==> config.mk <==
export PLATFORM = sky130hd
export DESIGN_NAME = usb_in_txn_ctrl
export DESIGN_NICKNAME = d
export VERILOG_FILES = /design/src/rtl/usb_in_txn_ctrl.sv
export SDC_FILE = /design/constraint.sdc
export NUM_CORES = 1
export LEC_CHECK = 0
export BUFFER_PORTS_ARGS = -buffer_cell sky130_fd_sc_hd__buf_2
export CORE_ASPECT_RATIO = 0.5
export CORE_MARGIN = 4
export CORE_UTILIZATION = 50
export CTS_CLUSTER_DIAMETER = 40
export DETAILED_ROUTE_END_ITERATION = 10
export GPL_ROUTABILITY_DRIVEN = 0
export GPL_TIMING_DRIVEN = 1
export PLACE_DENSITY = 0.81
export REMOVE_ABC_BUFFERS = 1
export SLEW_MARGIN = 15
export SYNTH_ARGS = -nofsm -noshare
export SYNTH_HDL_FRONTEND = slang
export SYNTH_SLANG_ARGS = --single-unit
==> constraint.sdc <==
create_clock -name clk -period 3 [get_ports clk]
set_input_delay 0.9 -clock clk [delete_from_list [all_inputs] [get_ports clk]]
set_output_delay 0.9 -clock clk [all_outputs]
set_load 0.02 [all_outputs]
==> src/rtl/usb_in_txn_ctrl.sv <==
// Host-side USB IN-transaction sequencer: IN token, receive, classify, ACK handshake, retry, completion report.
// Build option: define USB_IN_RETRY_EN to include the error-retry path (otherwise any receive error ends with ERROR).
module usb_in_txn_ctrl #(
    parameter int MAX_RETRIES = 3,
    parameter int WDOG_CYCLES = 1023
) (
    input  logic       clk,
    input  logic       rst,
    input  logic       transStart,
    input  logic       expDataSeq,
    output logic       sendTokenEn,
    input  logic       sendTokenRdy,
    output logic       getPacketEn,
    input  logic       RXPacketRdy,
    input  logic [7:0] RXPktStatus,
    input  logic [3:0] RxPID,
    output logic       sendAckEn,
    input  logic       sendAckRdy,
    output logic       busy,
    output logic       transDone,
    output logic [7:0] transStatus,
    output logic [2:0] result,
    output logic       nextDataSeq,
    output logic [3:0] retryCnt
);
    typedef enum logic [2:0] {
        S_IDLE    = 3'd0,
        S_TOKEN   = 3'd1,
        S_ARM     = 3'd2,
        S_WAIT_RX = 3'd3,
        S_EVAL    = 3'd4,
        S_ACK     = 3'd5,
        S_DONE    = 3'd6
    } state_t;

    localparam logic [2:0]  RES_OK       = 3'd0;
    localparam logic [2:0]  RES_NAK      = 3'd1;
    localparam logic [2:0]  RES_STALL    = 3'd2;
    localparam logic [2:0]  RES_SEQ      = 3'd3;
    localparam logic [2:0]  RES_ERROR    = 3'd4;
    localparam logic [2:0]  RES_WATCHDOG = 3'd5;
    localparam logic [3:0]  PID_DATA0    = 4'h3;
    localparam logic [3:0]  PID_DATA1    = 4'hB;
    localparam logic [3:0]  PID_NAK      = 4'hA;
    localparam logic [3:0]  PID_STALL    = 4'hE;
    localparam logic [15:0] WDOG_LIM     = 16'(WDOG_CYCLES);

    state_t      state_q, state_d;
    logic [15:0] wdog_q, wdog_d, wdog_inc_s;
    logic        exp_seq_q, exp_seq_d;
    logic [7:0]  rx_status_q, rx_status_d;
    logic [3:0]  rx_pid_q, rx_pid_d;
    logic        send_token_en_q, send_token_en_d;
    logic        get_packet_en_q, get_packet_en_d;
    logic        send_ack_en_q, send_ack_en_d;
    logic        busy_q, busy_d;
    logic        trans_done_q, trans_done_d;
    logic [7:0]  trans_status_q, trans_status_d;
    logic [2:0]  result_q, result_d;
    logic        next_seq_q, next_seq_d;
    logic        pid_data_s, pid_hs_s, rx_err_s;
`ifdef USB_IN_RETRY_EN
    localparam logic [3:0] MAX_R = 4'(MAX_RETRIES);
    logic [3:0]  retry_cnt_q, retry_cnt_d;
`endif

    // Next-state, watchdog, latches and result; registered outputs decode the next state.
    always_comb begin
        state_d        = state_q;
        wdog_d         = wdog_q;
        exp_seq_d      = exp_seq_q;
        rx_status_d    = rx_status_q;
        rx_pid_d       = rx_pid_q;
        trans_status_d = trans_status_q;
        result_d       = result_q;
        next_seq_d     = next_seq_q;
`ifdef USB_IN_RETRY_EN
        retry_cnt_d    = retry_cnt_q;
`endif
        wdog_inc_s = (wdog_q == 16'hFFFF) ? wdog_q : (wdog_q + 16'd1);
        pid_data_s = (rx_pid_q == PID_DATA0) || (rx_pid_q == PID_DATA1);
        pid_hs_s   = (rx_pid_q == PID_NAK) || (rx_pid_q == PID_STALL);
        // A handshake PID with neither handshake bit set is as unusable as a bad PID.
        rx_err_s   = rx_status_q[3] | rx_status_q[1] | rx_status_q[0]
                   | ~(pid_data_s | pid_hs_s)
                   | (pid_hs_s & ~rx_status_q[5] & ~rx_status_q[4]);

        case (state_q)
            S_IDLE: begin
                if (transStart) begin
                    state_d   = S_TOKEN;
                    exp_seq_d = expDataSeq;
                    wdog_d    = 16'd0;
`ifdef USB_IN_RETRY_EN
                    retry_cnt_d = 4'd0;
`endif
                end else begin
                    state_d = S_IDLE;
                end
            end
            S_TOKEN: begin
                if (sendTokenRdy) begin
                    state_d = S_ARM;
                end else begin
                    state_d = S_TOKEN;
                end
            end
            S_ARM: begin
                wdog_d      = 16'd0;
                rx_status_d = 8'd0;
                rx_pid_d    = 4'd0;
                state_d     = S_WAIT_RX;
            end
            S_WAIT_RX: begin
                wdog_d = wdog_inc_s;
                if (RXPacketRdy) begin
                    rx_status_d = RXPktStatus;
                    rx_pid_d    = RxPID;
                    state_d     = S_EVAL;
                end else if (wdog_inc_s == WDOG_LIM) begin
                    result_d       = RES_WATCHDOG;
                    trans_status_d = {1'b1, rx_status_q[6:0]};
                    next_seq_d     = exp_seq_q;
                    state_d        = S_DONE;
                end else begin
                    state_d = S_WAIT_RX;
                end
            end
            S_EVAL: begin
                trans_status_d = rx_status_q;
                next_seq_d     = exp_seq_q;
                if (rx_err_s) begin
`ifdef USB_IN_RETRY_EN
                    if (retry_cnt_q < MAX_R) begin
                        retry_cnt_d    = retry_cnt_q + 4'd1;
                        trans_status_d = trans_status_q;
                        next_seq_d     = next_seq_q;
                        state_d        = S_TOKEN;
                    end else begin
                        result_d = RES_ERROR;
                        state_d  = S_DONE;
                    end
`else
                    result_d = RES_ERROR;
                    state_d  = S_DONE;
`endif
                end else if (rx_status_q[5]) begin
                    result_d = RES_STALL;
                    state_d  = S_DONE;
                end else if (rx_status_q[4]) begin
                    result_d = RES_NAK;
                    state_d  = S_DONE;
                end else if (rx_status_q[7] == exp_seq_q) begin
                    result_d   = RES_OK;
                    next_seq_d = ~exp_seq_q;
                    state_d    = S_ACK;
                end else begin
                    result_d = RES_SEQ;
                    state_d  = S_ACK;
                end
            end
            S_ACK: begin
                if (sendAckRdy) begin
                    state_d = S_DONE;
                end else begin
                    state_d = S_ACK;
                end
            end
            S_DONE: begin
                state_d = S_IDLE;
            end
            default: begin
                state_d = S_IDLE;
            end
        endcase

        send_token_en_d = (state_d == S_TOKEN);
        get_packet_en_d = (state_d == S_ARM);
        send_ack_en_d   = (state_d == S_ACK);
        trans_done_d    = (state_d == S_DONE);
        busy_d          = (state_d != S_IDLE);
    end

    // State and output registers with synchronous reset.
    always_ff @(posedge clk) begin
        if (rst) begin
            state_q         <= S_IDLE;
            wdog_q          <= 16'd0;
            exp_seq_q       <= 1'b0;
            rx_status_q     <= 8'd0;
            rx_pid_q        <= 4'd0;
            send_token_en_q <= 1'b0;
            get_packet_en_q <= 1'b0;
            send_ack_en_q   <= 1'b0;
            busy_q          <= 1'b0;
            trans_done_q    <= 1'b0;
            trans_status_q  <= 8'd0;
            result_q        <= 3'd0;
            next_seq_q      <= 1'b0;
`ifdef USB_IN_RETRY_EN
            retry_cnt_q     <= 4'd0;
`endif
        end else begin
            state_q         <= state_d;
            wdog_q          <= wdog_d;
            exp_seq_q       <= exp_seq_d;
            rx_status_q     <= rx_status_d;
            rx_pid_q        <= rx_pid_d;
            send_token_en_q <= send_token_en_d;
            get_packet_en_q <= get_packet_en_d;
            send_ack_en_q   <= send_ack_en_d;
            busy_q          <= busy_d;
            trans_done_q    <= trans_done_d;
            trans_status_q  <= trans_status_d;
            result_q        <= result_d;
            next_seq_q      <= next_seq_d;
`ifdef USB_IN_RETRY_EN
            retry_cnt_q     <= retry_cnt_d;
`endif
        end
    end

    assign sendTokenEn = send_token_en_q;
    assign getPacketEn = get_packet_en_q;
    assign sendAckEn   = send_ack_en_q;
    assign busy        = busy_q;
    assign transDone   = trans_done_q;
    assign transStatus = trans_status_q;
    assign result      = result_q;
    assign nextDataSeq = next_seq_q;
`ifdef USB_IN_RETRY_EN
    assign retryCnt    = retry_cnt_q;
`else
    assign retryCnt    = 4'd0;
`endif

endmodule

==> results_dict.tcl <==
set metrics [dict create \
    cap_viol_max_count 0 \
    fin_crit_sh_pct 94.0 \
    port_buffers 35 \
    fin_worst_skew_ns 0.00761 \
    p_clk_share_pct 38.7 \
    hold_path_depth 1 \
    antenna_found_initial 0 \
    vias 2423 \
    synth_mux_area_share_pct 2.62 \
    drv_slew 0 \
    async_reset_ff_share_pct 0 \
    dr.pass1.iters 4 \
    core_sq_um 4640 \
    p_comb_share_pct 9.0 \
    synth-compound-area-share_pct 24.6 \
    drt_iter0_drc 138 \
    syn_area_sq_um 2530 \
    grt_pass1_vias 2274 \
    synth_edf_count 0 \
    clock.fmax_mhz 355 \
    synth_xor_area_share_pct 1.04 \
    yosys.area.top_type "dfxtp_1" \
    grt_start_max_net_pins 43 \
    startpoint_type "flip-flop" \
    p_sw_share_pct 25.7 \
    syn_to_final_growth_pct 11.6 \
    arrival_ns 2.99 \
    rows 17 \
    pwr-share-seq_pct 52.3 \
    grt_use_total_pct 20.5 \
    post_drt_wl_per_cell_microns 15.7 \
    crit_family "simple AND/OR/NAND/NOR gates" \
    wl_microns 6280 \
    crit_fanout 10 \
    critPathMaxStageDelay_ns 0.51 \
    synth.most_common_cell "dfxtp_1" \
    hold_class "reg2reg" \
    fp.dieArea_sq_um 6330 \
    yosysWarnings 0 \
    cts_tree "built" \
    drc 0 \
    ys_types 59 \
    hold_viol_final 0 \
    cts_setup_buffers 0 \
    fill_cells 419 \
    p_int_mw 0.957 \
    rsz0062_at_grt "no" \
    avgSynthCellArea_sq_um 8.21 \
    ant_nets 0 \
    die_h_microns 58.3 \
    clk_pin_slew_worst_paths_ns 0.10 \
    critPathKind "reg2reg" \
    cts.htree.levels 2 \
    setup_violations 0 \
    dp_hpwl_microns 4460 \
    grt_pass1_wl_microns 10500 \
    synth-simple-area-share_pct 25.1 \
    synth_area_leaders "dfxtp_1 (39%), nor2_1 (5.6%), o21ai_0 (4.8%), a22oi_1 (4.8%), a21oi_1 (4.6%)" \
    diodes 0 \
    fin_crit_ns 2.82 \
    initial_core_util_pct 54.5 \
    clock_sink_count 49 \
    end_kind "flip-flop" \
    clock_latency_ns 0.31 \
    ys_seq_area_share_pct 38.8 \
    synth_ff_type "dfxtp_1" \
    synth_top_area_share_pct 38.8 \
    leakage_nw 1.01 \
    nets 354 \
    cp_num_buf_inv 1 \
    clock_path_buffers 2 \
    required_ns 3.17 \
    cts_made_buffers 5 \
    ios 40 \
    fp.dieW_microns 109 \
    p_per_area_nw_per_um2 457 \
    peakVddDrop_mv 0.377 \
    fin_util_pct 60.8 \
    p_switching_mw 0.332 \
    r2r_cells 8 \
    drive_gt1_share_pct 19.1 \
    synth_top_family_by_area "simple AND/OR/NAND/NOR gates" \
    crit_chain "nand4_1 > buf_4 > nor4_1 > o211ai_1 > nor4_2 > a21oi_2 > o21ai_0 > a21oi_1" \
    synth_common_cells "dfxtp_1 (49), nor2_1 (38), o21ai_0 (24), a21oi_1 (23), a22oi_1 (16)" \
    synth_seq_cells 49 \
    run_status "complete, no violations" \
    crit_slowest_cell "dfxtp_1" \
    synthAdderAreaFrac_pct 0.495 \
    worst_pin_slew_ns 0.745 \
    avgViaCountPerCell 6.04 \
    timing.setup.tns_ns 0 \
    grt_overflow_total 0 \
    synthesis.instances 308 \
    cts_root_buf "clkbuf_8" \
    slew_headroom_pct 50.4 \
    cp_num_cells 8 \
]
==> state kept, by name, indices dropped and copies added, names as in the netlist <==
register,flops
wdog_q,16
rx_status_q,8
transStatus,8
rx_pid_q,4
result,3
state_q,3
busy,1
exp_seq_q,1
getPacketEn,1
nextDataSeq,1
sendAckEn,1
sendTokenEn,1
transDone,1
==> cell families (layout without fill, tap and decap cells) <==
kind of cell | Yosys count | in the layout
compound gates | 94 | 94
xor+xnor | 3 | 3
fa+ha+maj | 1 | 1
buf+inv | 36 | 60
flops | 49 | 49
mux | 6 | 6
other cells | 1 | 4
simple gates | 118 | 118
==> power by group through the flow <==
stage | Clock (mW) | Combinational (mW) | Sequential, mW
floorplan | 0 | 0.0605 | 0.694
global placement | 0 | 0.111 | 0.688
detailed placement | 0 | 0.114 | 0.688
CTS | 0.509 | 0.115 | 0.673
global route | 0.543 | 0.127 | 0.676
finish | 0.499 | 0.116 | 0.674
==> cells in the final DEF, fill, tap and decap left out, types with 4 or more instances in the layout <==
cell / instances
dfxtp_1: 49
nor2_1: 38
buf_2: 35
o21ai_0: 24
a21oi_1: 23
a22oi_1: 16
nand3_1: 15
nand2_1: 14
inv_1: 11
nor4_1: 9
nor3_1: 6
buf_4: 6
nand4_1: 5
a31oi_1: 5
or3_1: 5
clkbuf_8: 5
mux2i_1: 4
conb_1: 4
==> area by class of cell <==
cell class / count / area, sq um / area share (%)
clock inverter: 3 / 50.0 / 1.77
multi-input combinational: 226 / 1380 / 48.8
inverter: 11 / 41.3 / 1.46
sequential: 49 / 981 / 34.8
tap: 66 / 82.6 / 2.93
clock buffer: 5 / 68.8 / 2.44
timing repair buffer: 41 / 220 / 7.80
==> through the flow <==
step | cells | setup WS, ns | power, mW | hold WS [ns] | area, sq um
2_1_floorplan | 286 | 0.479 | 0.754 | 0.437 | 2400
3_3_place_gp | 393 | 0.369 | 0.799 | 0.449 | 2700
3_5_place_dp | 393 | 0.191 | 0.803 | 0.454 | 2700
4_1_cts | 401 | 0.190 | 1.30 | 0.471 | 2820
5_1_grt | 401 | 0.0149 | 1.35 | 0.506 | 2820
6_report | 401 | 0.180 | 1.29 | 0.473 | 2820
==> layer usage <==
layer | track usage, % | wire length (microns) | up-vias
li1 | - | - | 1180
met5 | 0 | 0 | -
met3 | 4.78 | 387 | 21
met4 | 7.55 | 132 | 0
met2 | 33.0 | 2900 | 92
met1 | 27.0 | 2850 | 1130
==> final timing paths <==
| path | from | end | slack [ns] |
|---|---|---|---|
| max | wdog_q[8]$_SDFFE_PP0P_ | result[1]$_SDFFE_PP0P_ | 0.18 |
| min | result[0]$_SDFFE_PP0P_ | result[0]$_SDFFE_PP0P_ | 0.47 |
| max reg2reg | wdog_q[8]$_SDFFE_PP0P_ | result[1]$_SDFFE_PP0P_ | 0.18 |
| min reg2reg | result[0]$_SDFFE_PP0P_ | result[0]$_SDFFE_PP0P_ | 0.47 |
==> what timing repair did <==
item                       4_1_cts  5_1_grt
setup endpoints to repair        0        7
gates resized for setup          0        1
hold buffers                     0        0
(Power assumes the default switching activity.)
